### config.mk
export PLATFORM = sky130hd
export DESIGN_NAME = mips_cpu_load_store_unit
export DESIGN_NICKNAME = d
export VERILOG_FILES = /design/src/rtl/mips_cpu_pkg.sv /design/src/rtl/mips_cpu_lsu_lane_align.sv /design/src/rtl/mips_cpu_load_store_unit.sv
export SDC_FILE = /design/constraint.sdc
export NUM_CORES = 1
export LEC_CHECK = 0
export BUFFER_PORTS_ARGS = -buffer_cell sky130_fd_sc_hd__buf_2
export CORE_AREA = 3 3 129 156
export CTS_CLUSTER_DIAMETER = 200
export DETAILED_ROUTE_END_ITERATION = 10
export DIE_AREA = 0 0 132 159
export PLACE_DENSITY_LB_ADDON = 0.1
export SETUP_SLACK_MARGIN = 0.4
export SLEW_MARGIN = 30
export SYNTH_ARGS = -nofsm -noshare
export SYNTH_HDL_FRONTEND = slang
export SYNTH_SLANG_ARGS = --single-unit
### constraint.sdc
create_clock -name clk -period 1.7 [get_ports clk]
set_clock_uncertainty 0.15 [all_clocks]
set_input_delay 0.255 -clock clk [delete_from_list [all_inputs] [get_ports clk]]
set_output_delay 0.255 -clock clk [all_outputs]
set_load 0.01 [all_outputs]
### src/rtl/mips_cpu_pkg.sv
// Shared opcodes and state encoding for the MIPS load/store unit.
package mips_cpu_pkg;

   localparam logic [5:0] OP_LB  = 6'b100000;
   localparam logic [5:0] OP_LH  = 6'b100001;
   localparam logic [5:0] OP_LWL = 6'b100010;
   localparam logic [5:0] OP_LW  = 6'b100011;
   localparam logic [5:0] OP_LBU = 6'b100100;
   localparam logic [5:0] OP_LHU = 6'b100101;
   localparam logic [5:0] OP_LWR = 6'b100110;
   localparam logic [5:0] OP_SB  = 6'b101000;
   localparam logic [5:0] OP_SH  = 6'b101001;
   localparam logic [5:0] OP_SW  = 6'b101011;

   typedef enum logic [1:0] {
      IDLE  = 2'd0,
      READ  = 2'd1,
      WRITE = 2'd2,
      DONE  = 2'd3
   } lsu_state_t;

endpackage

### src/rtl/mips_cpu_lsu_lane_align.sv
// Combinational byte-lane logic: byteenables, store replication, load
// extraction and misalignment/unsupported-opcode detection.
module mips_cpu_lsu_lane_align
   import mips_cpu_pkg::*;
(
   input  logic [5:0]  req_opcode_i,
   input  logic [1:0]  req_a_i,
   input  logic [31:0] req_wdata_i,
   input  logic [5:0]  ld_opcode_i,
   input  logic [1:0]  ld_a_i,
   input  logic [31:0] ld_rdata_i,
   output logic [3:0]  byteenable_o,
   output logic [31:0] wdata_o,
   output logic        is_load_o,
   output logic        is_store_o,
   output logic        err_o,
   output logic [31:0] ld_data_o
);

   // Request-side decode: lanes, replicated store data, error flag.
   always_comb begin
      byteenable_o = 4'b0000;
      wdata_o      = 32'd0;
      is_load_o    = 1'b0;
      is_store_o   = 1'b0;
      err_o        = 1'b0;
      case (req_opcode_i)
         OP_LB, OP_LBU: begin
            byteenable_o = 4'b0001 << req_a_i;
            is_load_o    = 1'b1;
         end
         OP_SB: begin
            byteenable_o = 4'b0001 << req_a_i;
            wdata_o      = {4{req_wdata_i[7:0]}};
            is_store_o   = 1'b1;
         end
         OP_LH, OP_LHU: begin
            byteenable_o = req_a_i[1] ? 4'b1100 : 4'b0011;
            err_o        = req_a_i[0];
            is_load_o    = 1'b1;
         end
         OP_SH: begin
            byteenable_o = req_a_i[1] ? 4'b1100 : 4'b0011;
            wdata_o      = {2{req_wdata_i[15:0]}};
            err_o        = req_a_i[0];
            is_store_o   = 1'b1;
         end
         OP_LW: begin
            byteenable_o = 4'b1111;
            err_o        = (req_a_i != 2'b00);
            is_load_o    = 1'b1;
         end
         // lwl/lwr are merged by the register file, so any offset is legal
         OP_LWL, OP_LWR: begin
            byteenable_o = 4'b1111;
            is_load_o    = 1'b1;
         end
         OP_SW: begin
            byteenable_o = 4'b1111;
            wdata_o      = req_wdata_i;
            err_o        = (req_a_i != 2'b00);
            is_store_o   = 1'b1;
         end
         default: begin
            err_o = 1'b1;
         end
      endcase
   end

   // Load-side extraction of the addressed lane(s) into the low bits.
   always_comb begin
      ld_data_o = ld_rdata_i;
      case (ld_opcode_i)
         OP_LB, OP_LBU: begin
            case (ld_a_i)
               2'd0:    ld_data_o = {24'd0, ld_rdata_i[7:0]};
               2'd1:    ld_data_o = {24'd0, ld_rdata_i[15:8]};
               2'd2:    ld_data_o = {24'd0, ld_rdata_i[23:16]};
               default: ld_data_o = {24'd0, ld_rdata_i[31:24]};
            endcase
         end
         OP_LH, OP_LHU: begin
            ld_data_o = ld_a_i[1] ? {16'd0, ld_rdata_i[31:16]} : {16'd0, ld_rdata_i[15:0]};
         end
         default: begin
            ld_data_o = ld_rdata_i;
         end
      endcase
   end

endmodule

### src/rtl/mips_cpu_load_store_unit.sv
// Memory-access stage: runs one load/store as a single Avalon-MM transfer
// and returns lane-aligned load data to the register file.
module mips_cpu_load_store_unit
   import mips_cpu_pkg::*;
(
   input  logic        clk,
   input  logic        rst_n,
   input  logic        req_valid,
   output logic        req_ready,
   input  logic [5:0]  req_opcode,
   input  logic [31:0] req_addr,
   input  logic [31:0] req_wdata,
   input  logic [4:0]  req_rt,
   output logic [31:0] avm_address,
   output logic        avm_read,
   output logic        avm_write,
   output logic [3:0]  avm_byteenable,
   output logic [31:0] avm_writedata,
   input  logic [31:0] avm_readdata,
   input  logic        avm_waitrequest,
   output logic        rsp_valid,
   output logic        rsp_regwrite,
   output logic [31:0] rsp_data,
   output logic [4:0]  rsp_rt,
   output logic [5:0]  rsp_opcode,
   output logic        rsp_err,
   output logic        busy
);

   lsu_state_t  state_q, state_d;
   logic [5:0]  opcode_q;
   logic [31:0] addr_q;
   logic [31:0] wdata_q;
   logic [3:0]  be_q;
   logic [4:0]  rt_q;
   logic        read_q, write_q;
   logic        rsp_valid_q, rsp_regwrite_q, rsp_err_q;
   logic [31:0] rsp_data_q;

   logic        accept_s, rd_done_s, wr_done_s, rsp_clr_s;
   logic [3:0]  lane_be_s;
   logic [31:0] lane_wdata_s, ld_data_s;
   logic        is_load_s, is_store_s, err_s;

   mips_cpu_lsu_lane_align u_align (
      .req_opcode_i (req_opcode),
      .req_a_i      (req_addr[1:0]),
      .req_wdata_i  (req_wdata),
      .ld_opcode_i  (opcode_q),
      .ld_a_i       (addr_q[1:0]),
      .ld_rdata_i   (avm_readdata),
      .byteenable_o (lane_be_s),
      .wdata_o      (lane_wdata_s),
      .is_load_o    (is_load_s),
      .is_store_o   (is_store_s),
      .err_o        (err_s),
      .ld_data_o    (ld_data_s)
   );

   // Next-state decode and datapath load strobes.
   always_comb begin
      state_d   = state_q;
      accept_s  = 1'b0;
      rd_done_s = 1'b0;
      wr_done_s = 1'b0;
      rsp_clr_s = 1'b0;
      case (state_q)
         IDLE: begin
            if (req_valid) begin
               accept_s = 1'b1;
               if (err_s)           state_d = DONE;
               else if (is_load_s)  state_d = READ;
               else if (is_store_s) state_d = WRITE;
               else                 state_d = DONE;
            end else begin
               state_d = IDLE;
            end
         end
         READ: begin
            if (!avm_waitrequest) begin
               rd_done_s = 1'b1;
               state_d   = DONE;
            end else begin
               state_d = READ;
            end
         end
         WRITE: begin
            if (!avm_waitrequest) begin
               wr_done_s = 1'b1;
               state_d   = DONE;
            end else begin
               state_d = WRITE;
            end
         end
         DONE: begin
            rsp_clr_s = 1'b1;
            state_d   = IDLE;
         end
         default: begin
            state_d = IDLE;
         end
      endcase
   end

   // State, request capture, bus strobes and response registers.
   always_ff @(posedge clk or negedge rst_n) begin
      if (!rst_n) begin
         state_q        <= IDLE;
         opcode_q       <= 6'd0;
         addr_q         <= 32'd0;
         wdata_q        <= 32'd0;
         be_q           <= 4'd0;
         rt_q           <= 5'd0;
         read_q         <= 1'b0;
         write_q        <= 1'b0;
         rsp_valid_q    <= 1'b0;
         rsp_regwrite_q <= 1'b0;
         rsp_err_q      <= 1'b0;
         rsp_data_q     <= 32'd0;
      end else begin
         state_q <= state_d;
         if (accept_s) begin
            opcode_q       <= req_opcode;
            addr_q         <= req_addr;
            wdata_q        <= lane_wdata_s;
            be_q           <= lane_be_s;
            rt_q           <= req_rt;
            read_q         <= (state_d == READ);
            write_q        <= (state_d == WRITE);
            // errors skip the bus and respond in the very next cycle
            rsp_valid_q    <= (state_d == DONE);
            rsp_err_q      <= (state_d == DONE);
            rsp_regwrite_q <= 1'b0;
            rsp_data_q     <= 32'd0;
         end else if (rd_done_s) begin
            read_q         <= 1'b0;
            rsp_valid_q    <= 1'b1;
            rsp_regwrite_q <= 1'b1;
            rsp_err_q      <= 1'b0;
            rsp_data_q     <= ld_data_s;
         end else if (wr_done_s) begin
            write_q        <= 1'b0;
            rsp_valid_q    <= 1'b1;
            rsp_regwrite_q <= 1'b0;
            rsp_err_q      <= 1'b0;
            rsp_data_q     <= 32'd0;
         end else if (rsp_clr_s) begin
            rsp_valid_q    <= 1'b0;
            rsp_regwrite_q <= 1'b0;
            rsp_err_q      <= 1'b0;
         end else begin
            read_q  <= read_q;
            write_q <= write_q;
         end
      end
   end

   assign req_ready      = (state_q == IDLE);
   assign busy           = (state_q != IDLE);
   assign avm_address    = {addr_q[31:2], 2'b00};
   assign avm_read       = read_q;
   assign avm_write      = write_q;
   assign avm_byteenable = be_q;
   assign avm_writedata  = wdata_q;
   assign rsp_valid      = rsp_valid_q;
   assign rsp_regwrite   = rsp_regwrite_q;
   assign rsp_data       = rsp_data_q;
   assign rsp_rt         = rt_q;
   assign rsp_opcode     = opcode_q;
   assign rsp_err        = rsp_err_q;

endmodule

* Yosys cells after proc, flatten, opt, wreduce, memory -nomap -nowiden
Index checks and enable logic that the tools add are counted.
** Cells by class
- Shifts and indexed selects :: 1
- Muxes and demuxes :: 39
- Reductions and logical operators :: 18
- Equality and inequality tests :: 23
** Operator list (count)
- $mux W32 :: 3
- $pmux W32 S3 :: 1
- $eq A6 B6 Y1 const B :: 14
- $pmux W32 S2 :: 1
- $mux W1 :: 24
- $pmux W8 S3 :: 1
- $mux W16 :: 1
- $pmux W4 S3 :: 1
- $eq A2 B2 Y1 const B :: 5
- $reduce_or A3 Y1 :: 3
- $mux W2 :: 4
- $pmux W2 S4 :: 1
- $reduce_bool A2 Y1 :: 4
- $reduce_or A7 Y1 :: 1
- $eq A2 B1 Y1 const B :: 3
- $reduce_or A2 Y1 :: 3
- $reduce_or A5 Y1 :: 1
- $logic_not A2 Y1 :: 2
- $mux W4 :: 1
- $reduce_bool A4 Y1 :: 1
- $reduce_or A4 Y1 :: 1
- $shl A1 B2 Y4 const A :: 1
- $pmux W1 S3 :: 1
- $reduce_bool A3 Y1 :: 1
- other kinds (2) :: 2
** Word-level totals
- Bits in registers :: 118
- Input bits :: 111
- Output and inout port bits :: 118

* Depth between registers and ports, before layout
- Word-level depth :: 10
- Depth in mapped cells :: 7

* Cells and area by module
A second synthesis with hierarchy kept.
** Unflattened totals
- Cell total of the unflattened synthesis :: 465
- Area total of the unflattened synthesis :: 5809.3 µm²
** Modules (own cells, without submodules)
- mips_cpu_load_store_unit :: cells each 308, area an instance 4783.3 µm², sequential area each 2952.8 µm², instances 1
- mips_cpu_lsu_lane_align :: cells each 157, area an instance 1026.0 µm², sequential area each 0.0 µm², instances 1

* Least setup slack after synthesis
Ideal clock, no wire load.
- Path kind :: register to register
- Start point :: register opcode_q[1] (netlist: rsp_opcode[1])
- End point :: register rsp_data_q[10] (netlist: rsp_data[10])
- Slack :: -36 ps
- Cell stages (with the launch flop) :: 5
- Data required time :: 1424 ps
- Arrival time :: 1460 ps
- Buffers on the path :: 0
- Library setup time :: 126 ps
- Clock period less this slack :: 1736 ps
- Path through :: dfrtp_1 -> nor4b_4 -> o21ai_2 -> and3_1 -> a221o_1
** On the way
- Cells in the longest elaborated chain, start to end :: 5
- Elaborated cells between the ends (all ways) :: 9
** RTL lines
- start, declared :: line mips_cpu_load_store_unit.sv:31 : logic [5:0] opcode_q;
- start signal, assigned :: line mips_cpu_load_store_unit.sv:123 : opcode_q <= req_opcode;
- $eq A6 B6 Y1 :: line mips_cpu_lsu_lane_align.sv:73 : case (ld_opcode_i)
- $reduce_or A2 Y1 :: line mips_cpu_lsu_lane_align.sv:73
- $pmux W32 S2 (*) :: line mips_cpu_lsu_lane_align.sv:73
- $mux W32 (*) :: line mips_cpu_load_store_unit.sv:135 : end else if (rd_done_s) begin
- $mux W32 (*) :: line mips_cpu_load_store_unit.sv:122 : if (accept_s) begin
- end signal, assigned :: line mips_cpu_load_store_unit.sv:140 : rsp_data_q <= ld_data_s;
- end, declared :: line mips_cpu_load_store_unit.sv:38 : logic [31:0] rsp_data_q;
Mark *: on every way between the ends. The rest lies on a longest branch, timed or not.
A chain may end at the register's enable or synchronous reset.

* Worst setup path in the final report
- Start point :: register state_q[0]
- End point :: output req_ready
** On the way
- Cells in the longest elaborated chain, start to end :: 1
** RTL lines
- start, declared :: line mips_cpu_load_store_unit.sv:30 : lsu_state_t state_q, state_d;
- start signal, assigned :: line mips_cpu_load_store_unit.sv:121 : state_q <= state_d;
- $logic_not A2 Y1 :: line mips_cpu_load_store_unit.sv:158 : assign req_ready = (state_q == IDLE);
- end, declared :: line mips_cpu_load_store_unit.sv:9 : output logic req_ready,
Every way passes these cells.

==> out/qor.yml <==
final_layout:
  synthToLayoutAreaGrowth_pct: 100
  drive_gt1_frac: 0.606
  multiInputGateArea_um2: 2990
  num-nets-final: 1141
  seq_area_um2: 2960
  nFillCells: 1612
  fin_util: 0.592
  final_area_um2: 11100
global_routing:
  use_met2: 0.358
  antenna_found_initial: 2
  grt_first_pass_wirelength_um: 34600
  track_usage: 0.207
  grt_pass1_vias: 6405
  use_met3: 0.0559
  grt_max_degree: 70
  grt.overflow.total: 0
  grt.busiest_layer: "met2"
  met1_usage: 0.249
worst_setup_path:
  r2r_cells: 9
  cp-end-kind: "primary output"
  r2r-start: "state_q[0]$_DFF_PN0_"
  rrSetupSlack_ns: -0.07
  worstSetupPathType: "reg -> out"
  cp.arrival_ns: 1.37
  r2r_end: "addr_q[7]$_DFFE_PN0P_"
  cp.required_ns: 1.29
  cp_max_fo: 4
  start_kind: "flip-flop"
synthesis:
  synth_area_per_cell_um2: 9.80
  synth_cells: 567
  synth_edf_count: 0
  synth_top_area_frac: 0.531
  yosysTopAreaCell: "dfrtp_1"
  synth_commonest_cells: "180 x nand2_1, 118 x dfrtp_1, 53 x o21ai_0"
  synth_area_um2: 5560
  dominantRegCellSynth: "dfrtp_1"
  synth_most_common_cell: "nand2_1"
  ys_seq_area_frac: 0.531
  synth-async-reset-ratio: 1.00
  synth_seq_cells: 118
  ys_types: 50
  yosysWarnings: 0
  synth_area_leaders: "dfrtp_1 53%, nand2_1 12%, o21ai_0 4.8%, buf_4 4.6%, a22o_1 3.8%"
clock_network:
  clkLatencyLatePin_ns: 0.41
  cts_tree: "built"
  cts_buffers: 17
  h-tree-depth: 4
  clk_path_buf_depth: 2
  cts_root_buffer: "clkbuf_16"
  path_clk_slew_ns: 0.06
  clkSinkCount: 118
sta:
  maxSlewHeadroom: 0.585
  drv_slew: 0
  fin_crit_ns: 1.77
  finalCritPeriodShare: 1.04
  finalHoldViolations: 0
  finalSetupViolCount: 63
  worst_pin_slew_ns: 0.622
  fmaxAchievable_mhz: 565
  rsz0062_at_grt: "yes"
  worst_slack_ns: -0.0706
power_and_ir_drop:
  switching_share: 0.348
  comb_power_share: 0.548
  p_leak_nw: 5.61
  cellPowerDensity_nw_per_um2: 1530
  peakVddDrop_mv: 0.817
  seqPwrFrac: 0.251
  totalPowerFinal_mw: 17.0
  intPower_mw: 11.1
  p_sw_mw: 5.90
  p_clk_frac: 0.201
detailed_routing:
  wirelength_um: 22500
  drt_iter0_markers: 250
  wl_per_cell_um: 17.3
  via_per_inst: 4.72
  first_pass_iters: 4
  drtAntennaViolNets: 0
  vias: 6133
  route.detailed.drc: 0
placed_design:
  gp_congestion: 0.799
  portBuffers: 226
  hpwl_um: 13100
  place_area_um2: 7070
die:
  dieArea_um2: 21000
  die_width_um: 132
  core_um2: 18800
  num_rows: 55
  fp.dieH_um: 159
  start_util: 0.296
  io_pins: 229
min_path:
  hp-start: "avm_readdata[1]"
  holdPathEnd: "rsp_data[1]$_DFFE_PN0P_"
  hp-class: "in -> reg"
  hold_path_depth: 3
status:
  outcome: "finished with violations"
  violations: "setup timing"
flow_run:
  drv_cap: 0
## layout make-up
class / count / area share
clock buffer: 22 / 0.0427
clock inverter: 9 / 0.00698
timing repair buffer: 505 / 0.383
tap: 256 / 0.0288
inverter: 9 / 0.00349
antenna: 2 / 0.000450
sequential: 118 / 0.266
multi-input combinational: 379 / 0.269
## per-layer routing
layer / wire, µm / vias to the layer above
li1: - / 2885
met1: 8860 / 2999
met2: 11800 / 213
met3: 1380 / 36
met4: 491 / 0
met5: 0 / -
## worst max path at each step
stage	slack [ns]	startpoint	to	cells after the start
2_1_floorplan	0.002	rsp_opcode[4]$_DFFE_PN0P_	rsp_data[10]$_DFFE_PN0P_	4
3_3_place_gp	-0.11	state_q[0]$_DFF_PN0_	rsp_data[11]$_DFFE_PN0P_	3
3_5_place_dp	-0.18	state_q[0]$_DFF_PN0_	rsp_data[14]$_DFFE_PN0P_	3
4_1_cts	-0.09	state_q[0]$_DFF_PN0_	rsp_data[21]$_DFFE_PN0P_	7
5_1_grt	-0.12	state_q[0]$_DFF_PN0_	req_ready	4
6_report	-0.07	state_q[0]$_DFF_PN0_	req_ready	4
## power groups by stage
stage | Sequential, mW | Combinational, mW | Clock [mW]
3_5_place_dp | 4.30 | 4.62 | 0
6_report | 4.26 | 9.29 | 3.41
3_3_place_gp | 4.28 | 4.56 | 0
5_1_grt | 4.37 | 9.88 | 3.64
4_1_cts | 4.25 | 8.00 | 3.49
2_1_floorplan | 4.42 | 2.91 | 0
## kinds of logic after synthesis
| kind of cell | Yosys count | synth area share |
|---|---|---|
| buffers and inverters | 74 | 0.0772 |
| DFF | 118 | 0.531 |
| and+or+nand+nor | 219 | 0.170 |
| AOI/OAI and AO/OA | 138 | 0.172 |
| other | 1 | 0.000675 |
| muxes | 17 | 0.0486 |
## layout by cell type (no fill, tap or decap), types with 3 or more instances in the layout
master	Yosys	routed
a21oi_1	5	3
a221o_1	8	8
a22o_1	24	24
a22oi_1	18	16
and3_1	6	5
buf_12	0	17
buf_16	0	14
buf_2	18	195
buf_4	34	137
buf_6	0	57
buf_8	0	3
clkbuf_16	0	18
clkbuf_8	0	3
clkinv_2	0	5
clkinvlp_4	0	3
dfrtp_1	118	113
dfrtp_2	0	5
dlygate4sd3_1	0	81
inv_1	7	7
mux2i_1	9	9
mux4_2	8	8
nand2_1	180	81
nand2_2	0	70
nand2_4	0	28
nand2_8	0	4
nand3_1	7	6
nor2_1	6	4
nor2_4	1	3
nor3b_4	0	3
o21ai_0	53	9
o21ai_1	0	20
o21ai_2	1	24
o22ai_1	8	4
o22ai_2	0	3
o2bb2ai_2	0	5
o2bb2ai_4	0	3
## flip-flops by register name (all words and copies together), names as in the netlist
signal	flops
state_q	2
avm_read	1
rsp_regwrite	1
addr_q	32
rsp_err	1
rsp_valid	1
avm_writedata	32
rsp_data	32
avm_byteenable	4
avm_write	1
rsp_rt	5
rsp_opcode	6
## per-stage QoR
step	std cells	hold WS, ns	setup WS [ns]	setup TNS, ns
2_1_floorplan	568	-0.191	0.00204	0
3_3_place_gp	1024	0.134	-0.107	-1.58
3_5_place_dp	1024	0.132	-0.176	-3.50
4_1_cts	1249	0.00583	-0.0898	-3.19
5_1_grt	1300	0.00302	-0.123	-7.88
6_report	1300	0.00637	-0.0706	-2.86
## worst max-delay path, stage by stage, from the launching register on
cell and delay, ns:
dfrtp_2 0.43, or2_4 0.27, clkinv_4 0.06, buf_12 0.09, buf_6 0.10
## repair_timing
action                                 CTS  global route
hold buffers                            81             0
gates resized for setup                193           113
pin swaps                              101            42
cloned                                  17             2
buffers inserted                        96            47
endpoints found under the hold margin  202             0
setup endpoints to repair              233           234
Power figures use the tool's default switching activity.
